[src/rtl/bin_to_bcd_dabble.sv]
// Sequential double-dabble binary-to-BCD converter: one shift per clock, saturating overflow, significant-digit count.
// Optional BCD_SIGNED_EN: two's complement input, magnitude converted and sign reported on sign_o.
module bin_to_bcd_dabble #(
  parameter int BIN_N  = 16,
  parameter int DIGITS = 5
) (
  input  logic                              clk_i,
  input  logic                              reset_i,
  input  logic                              start_i,
  input  logic [BIN_N-1:0]                  binary_i,
  output logic                              ready_o,
  output logic                              done_o,
  output logic [4*DIGITS-1:0]               bcd_o,
  output logic [$clog2(DIGITS+1)-1:0]       ndigits_o,
  output logic                              overflow_o
`ifdef BCD_SIGNED_EN
  ,
  output logic                              sign_o
`endif
);

  localparam int BCD_W = 4 * DIGITS;
  localparam int NDW   = $clog2(DIGITS + 1);
  localparam int CNT_W = $clog2(BIN_N);

  typedef enum logic [1:0] {
    IDLE,
    SHIFT,
    DONE
  } state_t;

  state_t             state;
  logic [BCD_W-1:0]   scratch_bcd;
  logic [BIN_N-1:0]   operand;
  logic               ovf_acc;
  logic [CNT_W-1:0]   cnt;

  logic [BCD_W-1:0]   adj_bcd;
  logic [BCD_W-1:0]   shift_bcd;
  logic               shift_ovf;
  logic [NDW-1:0]     sig_digits;
  logic [BIN_N-1:0]   magnitude;

`ifdef BCD_SIGNED_EN
  logic               sign_acc;
  logic               capture_neg;

  // The most negative input negates to itself, which still reads correctly as an unsigned magnitude.
  assign capture_neg = binary_i[BIN_N-1];
  assign magnitude   = capture_neg ? -binary_i : binary_i;
`else
  assign magnitude   = binary_i;
`endif

  always_comb begin
    adj_bcd = scratch_bcd;
    for (int i = 0; i < DIGITS; i++) begin
      if (scratch_bcd[4*i +: 4] >= 4'd5) begin
        adj_bcd[4*i +: 4] = scratch_bcd[4*i +: 4] + 4'd3;
      end
    end
  end

  // Any bit shifted out of the top digit means the value needs more digits than we have.
  assign shift_bcd = {adj_bcd[BCD_W-2:0], operand[BIN_N-1]};
  assign shift_ovf = ovf_acc | adj_bcd[BCD_W-1];

  always_comb begin
    sig_digits = NDW'(1);
    for (int i = 1; i < DIGITS; i++) begin
      if (shift_bcd[4*i +: 4] != 4'd0) begin
        sig_digits = NDW'(i + 1);
      end
    end
  end

  always_ff @(posedge clk_i or posedge reset_i) begin
    if (reset_i) begin
      state       <= IDLE;
      ready_o     <= 1'b1;
      done_o      <= 1'b0;
      bcd_o       <= '0;
      ndigits_o   <= NDW'(1);
      overflow_o  <= 1'b0;
      cnt         <= '0;
      scratch_bcd <= '0;
      operand     <= '0;
      ovf_acc     <= 1'b0;
`ifdef BCD_SIGNED_EN
      sign_acc    <= 1'b0;
      sign_o      <= 1'b0;
`endif
    end else begin
      case (state)
        IDLE: begin
          if (start_i) begin
            operand     <= magnitude;
            scratch_bcd <= '0;
            ovf_acc     <= 1'b0;
            cnt         <= CNT_W'(BIN_N - 1);
            ready_o     <= 1'b0;
            state       <= SHIFT;
`ifdef BCD_SIGNED_EN
            sign_acc    <= capture_neg;
`endif
          end
        end
        SHIFT: begin
          scratch_bcd <= shift_bcd;
          operand     <= {operand[BIN_N-2:0], 1'b0};
          ovf_acc     <= shift_ovf;
          if (cnt == '0) begin
            state  <= DONE;
            done_o <= 1'b1;
            if (shift_ovf) begin
              bcd_o      <= {DIGITS{4'h9}};
              ndigits_o  <= NDW'(DIGITS);
              overflow_o <= 1'b1;
            end else begin
              bcd_o      <= shift_bcd;
              ndigits_o  <= sig_digits;
              overflow_o <= 1'b0;
            end
`ifdef BCD_SIGNED_EN
            sign_o <= sign_acc;
`endif
          end else begin
            cnt <= cnt - CNT_W'(1);
          end
        end
        DONE: begin
          done_o  <= 1'b0;
          ready_o <= 1'b1;
          state   <= IDLE;
        end
        default: begin
          done_o  <= 1'b0;
          ready_o <= 1'b1;
          state   <= IDLE;
        end
      endcase
    end
  end

endmodule

[config.mk]
export PLATFORM = sky130hd
export DESIGN_NAME = bin_to_bcd_dabble
export DESIGN_NICKNAME = d
export VERILOG_FILES = /design/src/rtl/bin_to_bcd_dabble.sv
export SDC_FILE = /design/constraint.sdc
export NUM_CORES = 1
export LEC_CHECK = 0
export CORE_MARGIN = 8
export CORE_UTILIZATION = 40
export DETAILED_ROUTE_END_ITERATION = 12
export GPL_TIMING_DRIVEN = 0
export PLACE_DENSITY = 0.65
export SLEW_MARGIN = 10
export SYNTH_ARGS = -nofsm -noshare
export SYNTH_HDL_FRONTEND = slang
export SYNTH_SLANG_ARGS = --single-unit
[constraint.sdc]
create_clock -name clk_i -period 2.7 [get_ports clk_i]
set_input_delay 0.405 -clock clk_i [delete_from_list [all_inputs] [get_ports clk_i]]
set_output_delay 0.405 -clock clk_i [all_outputs]
set_load 0.03 [all_outputs]
Word-level counts from Yosys, hierarchy flattened. Index checks and enable logic that the tools add are counted.

Muxes and demuxes: 27. Reduce and logical (&&, ||, !) cells: 13. Add/sub/neg operators: 6. Equality and inequality tests: 4. Bitwise logic cells: 3. Magnitude comparators: 5.

Operator list (count): 20-bit 2-to-1 mux (2); 20-bit case mux with 2 select lines (1); 16-bit case mux with 2 select lines (1); 4-bit 2-to-1 mux (7); 4-bit by 2-bit adder with 4-bit output, second input constant (5); 4-bit by 3-bit >= comparator with 1-bit output, second input constant (5); 16-bit 2-to-1 mux (1); 4-bit nonzero test (4); 3-bit 2-to-1 mux (4); 2-bit AND reduction (5); 4-bit case mux with 2 select lines (1); 2-bit 2-to-1 mux (3); 2-bit != test, second input constant (3); 1-bit case mux with 2 select lines (3); 4-bit logical NOT (1); 2-bit case mux with 2 select lines (1); 4-bit by 1-bit subtractor with 4-bit output, second input constant (1); 1-bit 2-to-1 mux (3); 3-bit AND reduction (1); 2-bit by 1-bit == test with 1-bit output, second input constant (1); 2-bit logical NOT (1); 1-bit inverter (2); 2-bit nonzero test (1); 1-bit OR (1).

Output and inout port bits: 26. Register bits after elaboration: 69. Word-level logic and storage cells: 68.

Longest topological paths before layout. Gate-level depths: netlist of run 1.

Word-level depth: 8. Gate-level depth with buffers: 8. Depth with buffers taken out: 7.

Least setup slack after synthesis of run 1. OpenSTA, ideal clock, no wires.

Kind: register to register. Start point: reg scratch_bcd[17]. End point: reg ndigits_o[1]. Path buffers: 0. Slack: 670 ps. Cell stages (with the launch flop): 8. Arrival time: 1938 ps. Period minus slack after synthesis: 2030 ps. Data required time: 2608 ps. Path through: dfrtp_1 > inv_1 > ha_1 > nand2b_1 > nor3b_1 > a2111o_1 > or3_4 > o31ai_2.

Cells in the longest elaborated chain, start to end: 5. Elaborated cells on any way between the ends: 7.

RTL lines: from (decl) (line 33) `logic [BCD_W-1:0] scratch_bcd;`; from (signal assigned) (line 109) `scratch_bcd <= shift_bcd;`; 4-bit by 2-bit adder with 4-bit output or 4-bit by 3-bit >= comparator with 1-bit output (tied branches) (line 59, 58); 4-bit 2-to-1 mux (*) (line 58) `if (scratch_bcd[4*i +: 4] >= 4'd5) begin`; 4-bit nonzero test (line 71) `if (shift_bcd[4*i +: 4] != 4'd0) begin`; 3-bit 2-to-1 mux (line 71); 3-bit 2-to-1 mux (*) (line 115) `if (shift_ovf) begin`; to (signal assigned) (line 117) `ndigits_o <= NDW'(DIGITS);`; to (signal assigned) (line 121) `ndigits_o <= sig_digits;`; to (decl) (line 14) `output logic [$clog2(DIGITS+1)-1:0] ndigits_o,`.

Every way passes the cells marked *; elsewhere a longest branch is shown, timed or not. A chain may end at the register's enable or synchronous reset.

Worst setup path after layout of run 1.
Start point: reg scratch_bcd[17]. End point: reg bcd_o[3].

Cells in the longest elaborated chain, start to end: 4. Elaborated cells on any way between the ends: 5.

RTL lines: 4-bit by 2-bit adder with 4-bit output or 4-bit by 3-bit >= comparator with 1-bit output (tied branches) (line 59, 58); 4-bit 2-to-1 mux (*) (line 58); 1-bit OR (*) (line 66) `assign shift_ovf = ovf_acc | adj_bcd[BCD_W-1];`; 20-bit 2-to-1 mux (*) (line 115); to (signal assigned) (line 116) `bcd_o <= {DIGITS{4'h9}};`; to (signal assigned) (line 120) `bcd_o <= shift_bcd;`; to (decl) (line 13) `output logic [4*DIGITS-1:0] bcd_o,`.

Marked as above.

==> flow_summary.yaml, run 1 <==
routing:
  first_iter_violations: 178
  wl_per_cell_um: 15.9
  totalWireLength_um: 8140
  drt-vias-per-instance: 5.35
  drcViolationCount: 0
  ant_nets: 0
  firstDrtPassIters: 4
  routed-via-count: 2742
clocking:
  root_buffer: "clkbuf_8"
  cts_tree: "done"
  path_clk_slew_ps: 70
  ctsResizeCount: 0
  postCtsHoldBufs: 0
  clk_latency_ps: 350
  cts_inserted_buffers: 9
  numClockSinks: 69
  cts_buffer_depth: 2
  htreeDepth: 3
  cts_setup_buffers: 0
power_and_ir_drop:
  seq_power_share: 0.338
  irDropWorstVdd_mv: 0.364
  p_sw_frac: 0.414
  power_frac_clock: 0.192
  p_leak_nw: 1.76
  comb_power_share: 0.470
  power.switching_mw: 2.19
  power.density_mw_per_mm2: 1260
  internal-power_mw: 3.10
synth:
  synth_common_cells: "dfrtp_1 (67), nand2_1 (53), o21ai_0 (43), nor2_1 (22), a21oi_1 (19)"
  yosys.cell_types.count: 46
  ys_top_cells_by_area: "dfrtp_1 (50%), o21ai_0 (6.4%), nand2_1 (5.9%)"
  syn_nets: 377
  yosys_register_bits: 69
  post-synth-top-count-cell: "dfrtp_1"
  yosys_warnings: 0
  async_flop_share: 1.00
  netlist_instances: 347
  netlist.area_leader.share: 0.501
  synth_edf_count: 0
  synthFlopType: "dfrtp_1"
  synth.avg_cell_area_um2: 9.64
  synth_top_area_cell: "dfrtp_1"
  synth_seq_area_share: 0.517
  syn_area_mm2: 0.00334
die:
  rows: 33
  die_x_um: 107
  io_pins: 45
  core-area_mm2: 0.00818
  start_util: 0.409
  die-area_mm2: 0.0115
  die_h_um: 107
timing:
  period_share: 0.844
  hold_slack_ps: 427
  max_freq_ghz: 0.439
  final.setup.tns_ps: 0
  rsz0062_at_grt: "false"
  slew_headroom: 0.417
  setup_viol: 0
  worst_pin_slew_ps: 870
  hold_violations: 0
  period_minus_slack_ps: 2280
  fin_skew_ps: 9.69
  final_max_slew_viol_count: 0
placed_design:
  dp_hpwl_um: 5820
  io_buffers: 44
  placed_cells: 497
  gp_congestion: 0.820
  post_dp_cell_area_mm2: 0.00394
cells_and_area:
  design_area_mm2: 0.00418
  drive_above_1_share: 0.0760
  fin_cells: 513
  nNetsFinal: 433
  antenna_cells: 0
  area_delta_synth_final_pct: 25.1
  nFillCells: 774
global_routing:
  grt_pass1_vias: 2768
  antenna_found_initial: 0
  gr-total-overflow: 0
  grt_max_degree: 36
  grt_pass1_wl_um: 13600
  grtUsageTotal: 0.148
setup_path:
  crit_arrival_ps: 2460
  required_ps: 2880
  critPathCaptureType: "register"
  critPathLaunchType: "register"
  cp_max_fo: 10
  critPathKind: "register to register"
  reg2reg_slack_ps: 420
job:
  maxCapViolations: 0
outcome:
  status: "finished clean"
worst_hold_path:
  hp-class: "input port to asynchronous set/reset pin"
-- flip-flops by register name (all words and copies together) (netlist names) --
| signal | cells |
|---|---|
| ovf_acc | 1 |
| operand | 16 |
| bcd_o | 20 |
| cnt | 4 |
| ndigits_o | 3 |
| state | 2 |
| overflow_o | 1 |
| ready_o | 1 |
| scratch_bcd | 20 |
| done_o | 1 |
-- cells in the final DEF, fill, tap and decap left out, types with 2 or more instances in the layout --
cell type,n
dfrtp_1,67
nand2_1,53
clkdlybuf4s50_1,44
o21ai_0,43
nor2_1,22
a21oi_1,19
mux2i_1,16
clkbuf_1,15
inv_1,15
o22ai_1,13
clkbuf_8,13
ha_1,11
nor3_1,10
nand2b_1,7
nor3b_1,7
xnor2_1,5
a31oi_1,3
a21o_1,3
mux2_2,3
o22a_1,3
and3_1,2
o31ai_1,2
bufinv_16,2
dfstp_2,2
-- worst max-delay path, cell delays in order, from the launching register on --
cell and delay (ps):
dfrtp_1 400, inv_1 120, ha_1 260, nand2b_1 110
nor3b_1 160, a21o_1 190, nor3_2 700, a31oi_1 180
-- final cells by class --
cell class	instances	area [um2]	share of cell area
Sequential cell	69	1730	0.413
Inverter	16	62.6	0.0150
Tap cell	105	131	0.0314
Buffer	17	65.1	0.0156
Clock buffer	13	179	0.0428
Multi-Input combinational cell	245	1490	0.356
Clock inverter	3	65.1	0.0156
Timing Repair Buffer	45	460	0.110
-- through the flow --
| step | total power, mW | setup WS [ps] | utilization |
|---|---|---|---|
| after CTS | 5.33 | 436 | 0.512 |
| final | 5.29 | 421 | 0.512 |
| after floorplan | 3.51 | 558 | - |
| after detailed placement | 4.30 | 198 | 0.482 |
| after global placement | 4.20 | -720 | 0.479 |
| after global routing | 5.69 | 236 | 0.512 |
-- per-layer routing --
layer	GRT usage	wire length, um
met1	0.189	3690
met2	0.234	3820
met3	0.0287	475
met4	0.0743	162
met5	0	0
-- final timing paths --
check	start	end	cells past startpoint
min in group clk_i	bcd_o[9]	bcd_o[9]	2
hold / removal	reset_i	bcd_o[1]	2
setup reg to reg	scratch_bcd[17]	bcd_o[3]	7
hold reg to reg	bcd_o[9]	bcd_o[9]	2
max in group asynchronous	reset_i	ndigits_o[0]	3
setup / recovery	scratch_bcd[17]	bcd_o[3]	7
-- power by group through the flow --
stage          clock [mW]  combinational [mW]  sequential [mW]
2_1_floorplan           0                1.53             1.98
3_3_place_gp            0                2.42             1.78
3_5_place_dp            0                2.50             1.80
4_1_cts              1.04                2.51             1.78
5_1_grt              1.07                2.76             1.85
6_report             1.02                2.49             1.79
-- logic make-up after synthesis --
| logic type | Yosys count | share of synthesized area |
|---|---|---|
| simple gates | 111 | 0.157 |
| buf+inv | 33 | 0.0374 |
| compound gates | 99 | 0.176 |
| flops | 69 | 0.517 |
| xor+xnor | 5 | 0.0131 |
| mux | 19 | 0.0580 |
| fa+ha+maj | 11 | 0.0412 |
Note: power is estimated with default switching activity, not from simulation.
==> run 2, diff against run 1 <==
--- a/config.mk
+++ b/config.mk
@@ -9,7 +9,7 @@
 export CORE_UTILIZATION = 40
 export DETAILED_ROUTE_END_ITERATION = 12
 export GPL_TIMING_DRIVEN = 0
-export PLACE_DENSITY = 0.65
+export PLACE_DENSITY = 0.68
 export SLEW_MARGIN = 10
 export SYNTH_ARGS = -nofsm -noshare
 export SYNTH_HDL_FRONTEND = slang
==> constraint.sdc (replaced) <==
create_clock -name clk_i -period 1.9 [get_ports clk_i]
set_input_delay 0.285 -clock clk_i [delete_from_list [all_inputs] [get_ports clk_i]]
set_output_delay 0.285 -clock clk_i [all_outputs]
set_load 0.03 [all_outputs]
==> run 2 against run 1 <==
Compared with the run above: the flow now finishes with violations (negative setup slack); combinational power is 63% higher; clock power is 32% higher; power is 51% higher; die area stayed put; final cell count is 3.5% higher; critical path type unchanged; highest routed layer unchanged.
==> flow_summary.yaml, run 2 (synthesized netlist as in run 1, its figures left out) <==
outcome:
  status: "complete, but fails checks"
  violations: "negative setup slack"
clocking:
  path_clk_slew_ps: 80
  clk_latency_ps: 350
  root_buffer: "clkbuf_8"
  cts_buffer_depth: 2
  cts_tree: "done"
  cts_inserted_buffers: 9
  htreeDepth: 3
  postCtsHoldBufs: 0
  numClockSinks: 69
die:
  core-area_mm2: 0.00818
  die-area_mm2: 0.0115
  io_pins: 45
  die_h_um: 107
  start_util: 0.409
  rows: 33
  die_x_um: 107
setup_path:
  path_cells: "inv_2 -> ha_4 -> nand2b_4 -> nor3b_4 -> a2111o_1 -> or3_4 -> o22a_1"
  crit_arrival_ps: 2350
  cp_max_fo: 4
  required_ps: 2140
  critPathSlowestCell: "a2111o_1"
  crit_path_start: "scratch_bcd[17]"
  rr_startpoint: "scratch_bcd[17]"
  critPathLaunchType: "register"
  critPathCaptureType: "register"
  slowest_delay_ps: 470
  critPathKind: "register to register"
global_routing:
  grt_pass1_wl_um: 13600
  grt_pass1_vias: 2778
  grtUsageTotal: 0.147
  antenna_found_initial: 0
  grt_max_degree: 29
  gr-total-overflow: 0
timing:
  max_freq_ghz: 0.473
  hold_violations: 0
  period_minus_slack_ps: 2110
  rsz0062_at_grt: "true"
  slew_headroom: 0.623
  fin_skew_ps: 14.6
  setup_viol: 13
  worst_pin_slew_ps: 566
  period_share: 1.11
  setup_ws_ps: -213
  final.setup.tns_ps: -810
  final_max_slew_viol_count: 0
cells_and_area:
  design_area_mm2: 0.00449
  reg_top3: "bcd_o: 20 flops, scratch_bcd: 20 flops, operand: 16 flops"
  drive_above_1_share: 0.185
  antenna_cells: 0
  nNetsFinal: 451
  area_delta_synth_final_pct: 34.4
  mostFrequentLayoutCells: "dfrtp_1 (66), nand2_1 (53), clkdlybuf4s50_1 (44), o21ai_0 (34), nor2_1 (22)"
  postLayoutCoreUtil: 0.550
  final_common_cell: "dfrtp_1"
power_and_ir_drop:
  power.density_mw_per_mm2: 1770
  irDropWorstVdd_mv: 0.740
  p_leak_nw: 1.89
routing:
  drt-vias-per-instance: 5.28
  ant_nets: 0
  routed-via-count: 2802
  drcViolationCount: 0
  wl_per_cell_um: 16.0
  firstDrtPassIters: 4
  totalWireLength_um: 8500
  first_iter_violations: 205
job:
  maxCapViolations: 0
placed_design:
  dp_hpwl_um: 5830
  gp_congestion: 0.819
  io_buffers: 44
  post_dp_cell_area_mm2: 0.00397
worst_hold_path:
  hp-class: "input port to asynchronous set/reset pin"
==> run 2: cell types whose count changed in the layout (fill, tap and decap cells not counted), moves of 3 or more <==
cell | previous run | this run
clkbuf_8 | 13 | 10
clkinvlp_4 | 0 | 3
clkbuf_2 | 0 | 3
clkbuf_1 | 15 | 7
buf_6 | 0 | 4
o21ai_1 | 1 | 5
ha_1 | 11 | 8
o21ai_2 | 0 | 5
o21ai_0 | 43 | 34
inv_1 | 15 | 12
buf_4 | 0 | 15
==> run 2: timing repair <==
action | CTS | global route
endpoints found under the setup margin | 47 | 55
gates resized for setup | 9 | 51
pin swaps | 3 | 8
buffers inserted | 10 | 8
==> run 2: area by class of cell <==
type	instances	area [um2]
multi-input combinational	245	1620
clock inverter	6	86.3
fill	740	3680
timing repair buffer	64	627
inverter	16	67.6
buffer	16	90.1
tap	105	131
sequential	69	1730
clock buffer	10	138
==> run 2: through the flow <==
| step | power [mW] | worst slack, ps | hold slack [ps] | cells |
|---|---|---|---|---|
| CTS | 7.62 | -112 | 275 | 523 |
| global placement | 5.99 | -489 | 462 | 496 |
| global route | 8.51 | -257 | 292 | 531 |
| finish | 7.96 | -213 | 272 | 531 |
| detailed placement | 6.14 | -532 | 470 | 498 |
| floorplan | 5.00 | -36.1 | 402 | 347 |
==> run 2: final timing paths <==
path	to	slack [ps]	cells after the start
worst max-delay path	ndigits_o[2]	-210	7
worst min register to register	operand[12]	480	2
worst min-delay path	bcd_o[1]	270	2
max in group asynchronous	ndigits_o[0]	1110	3
worst max register to register	ndigits_o[2]	-210	7
min in group clk_i	operand[12]	480	2
==> run 2: critical path, delay by kind of cell, from the launching register on <==
family | cells | cell delay (ps)
buffers and inverters | 1 | 90
and+or+nand+nor | 3 | 710
DFF | 1 | 390
AOI/OAI and AO/OA | 2 | 640
adders and majority gates | 1 | 170
==> run 2: per-layer routing <==
layer / global-route usage / share of wire / vias up / routed length, um
li1: - / - / 1366 / -
met1: 0.175 / 0.45 / 1354 / 3790
met2: 0.245 / 0.48 / 71 / 4120
met3: 0.0401 / 0.059 / 11 / 501
met4: 0.0605 / 0.011 / 0 / 95
met5: 0 / 0 / - / 0
==> run 2: power breakdown <==
part	switching [mW]	internal (mW)
clock network	0.582	0.773
logic	2.34	1.71
registers	0.480	2.07
total	3.40	4.56
==> run 3, diff against run 2 <==
--- a/config.mk
+++ b/config.mk
@@ -8,8 +8,9 @@
 export CORE_MARGIN = 8
 export CORE_UTILIZATION = 40
 export DETAILED_ROUTE_END_ITERATION = 12
+export DONT_BUFFER_PORTS = 1
 export GPL_TIMING_DRIVEN = 0
-export PLACE_DENSITY = 0.68
+export PLACE_DENSITY = 0.6
 export SLEW_MARGIN = 10
 export SYNTH_ARGS = -nofsm -noshare
 export SYNTH_HDL_FRONTEND = slang
==> run 3 against run 2 <==
Compared with the run above: the run still ends with negative setup slack left; sequential power up 16%; maximum frequency up 4.2%; power rose by 2.5%; cell area down 6.0%.
==> flow_summary.yaml, run 3 (synthesized netlist as in run 1, its figures left out) <==
global_routing:
  grt-busiest-layer: "met2"
  grt_util_met2: 0.245
  grt_util_met1: 0.188
  grtUsageTotal: 0.155
  grt_pass1_wl_um: 13900
  grt_max_degree: 37
  use_met3: 0.0647
  antenna_found_initial: 0
  gr-total-overflow: 0
  grt_pass1_vias: 2665
power_and_ir_drop:
  irDropWorstVdd_mv: 0.792
  finalPower_mw: 8.15
  power.density_mw_per_mm2: 1930
  p_leak_nw: 1.83
setup_path:
  path_cells: "inv_2 -> ha_4 -> nor3b_4 -> nand2_4 -> a2111o_1 -> or3_4 -> o22a_1"
  required_ps: 2140
  path_buf_inv: 1
  reg2reg_slack_ps: -130
  critPathLaunchType: "register"
  crit_arrival_ps: 2270
  critPathSlowestCell: "or3_4"
  critPathCaptureType: "register"
  crit_family: "simple AND/OR/NAND/NOR gates"
  slowest_delay_ps: 430
  cp_max_fo: 4
  critPathKind: "register to register"
routing:
  totalWireLength_um: 8640
  drt-vias-per-instance: 5.40
  firstDrtPassIters: 4
  ant_nets: 0
  drcViolationCount: 0
  routed-via-count: 2684
  first_iter_violations: 111
  wl_per_cell_um: 17.4
timing:
  final_max_slew_viol_count: 0
  max_freq_ghz: 0.493
  period_minus_slack_ps: 2030
  rsz0062_at_grt: "true"
  final.setup.tns_ps: -844
  slew_headroom: 0.491
  setup_ws_ps: -128
  hold_violations: 0
  period_share: 1.07
  fin_skew_ps: 5.06
  setup_viol: 13
  worst_pin_slew_ps: 761
  hold_slack_ps: 60.8
cells_and_area:
  nNetsFinal: 417
  antenna_cells: 0
  drive_above_1_share: 0.263
  reg_top3: "bcd_o: 20 flops, scratch_bcd: 20 flops, operand: 16 flops"
  mostFrequentLayoutCells: "dfrtp_1 (66), nand2_1 (53), o21ai_0 (33), buf_4 (25), nor2_1 (22)"
  area_delta_synth_final_pct: 26.3
  final_common_cell: "dfrtp_1"
die:
  rows: 33
  core-area_mm2: 0.00818
  start_util: 0.409
  die_h_um: 107
  die_x_um: 107
  io_pins: 45
  die-area_mm2: 0.0115
clocking:
  cts_tree: "done"
  root_buffer: "clkbuf_8"
  cts_buffer_depth: 2
  path_clk_slew_ps: 80
  clk_latency_ps: 350
  cts_inserted_buffers: 9
  numClockSinks: 69
  htreeDepth: 3
outcome:
  status: "complete, but fails checks"
  violations: "negative setup slack"
worst_hold_path:
  hp-class: "input port to register"
placed_design:
  io_buffers: 0
  dp_hpwl_um: 5660
  gp_congestion: 0.775
job:
  maxCapViolations: 0
## run 3: changes by cell type in the layout (fill, tap and decap cells not counted), moves of 3 or more
cell / before / now
clkdlybuf4s50_1: 44 / 0
buf_4: 15 / 25
inv_2: 2 / 7
clkbuf_2: 3 / 7
inv_1: 12 / 8
o21ai_2: 5 / 9
o21ai_1: 5 / 2
## run 3: metrics by stage
stage	cells	cell area [um2]	setup WS, ps	utilization
global placement	452	3490	-267	0.427
CTS	483	3990	-60.8	0.487
detailed placement	453	3510	-289	0.429
global route	497	4220	-199	0.517
finish	497	4220	-128	0.517
floorplan	347	3360	-36.1	-
## run 3: cell type report
type / count / area (um2)
plain buffers: 17 / 106
clock buffers: 13 / 169
clock inverters: 3 / 90.1
fillers: 734 / 3950
inverters: 16 / 63.8
multi-input cells: 245 / 1690
flip-flops and latches: 69 / 1730
well taps: 105 / 131
repair buffers: 29 / 240
## run 3: what timing repair did
action                                  4_1_cts  5_1_grt
buffers inserted                             13       14
resized for setup                            26       53
pin swaps                                     8       10
hold buffers                                  1        0
hold endpoints to repair                     32        0
endpoints found under the setup margin       47       60
## run 3: final timing paths
path                             start      endpoint  cells past startpoint
min reg2reg                operand[11]   operand[12]                      2
min                        binary_i[0]    operand[0]                      2
max in group asynchronous      reset_i  ndigits_o[0]                      3
min in group asynchronous      reset_i      bcd_o[1]                      2
max                             cnt[1]  ndigits_o[2]                      7
max reg2reg                     cnt[1]  ndigits_o[2]                      7
## run 3: metal layers
| metal | routed length (um) | part of all wire |
|---|---|---|
| met1 | 3860 | 0.45 |
| met3 | 513 | 0.059 |
| met5 | 0 | 0 |
| met2 | 4190 | 0.49 |
| met4 | 82 | 0.0095 |
## run 3: where the power goes
group | internal, mW | leakage (nW) | switching [mW]
combinational | 1.64 | 0.821 | 2.01
sequential | 2.07 | 0.876 | 0.891
clock | 0.981 | 0.130 | 0.573
total | 4.69 | 1.83 | 3.47
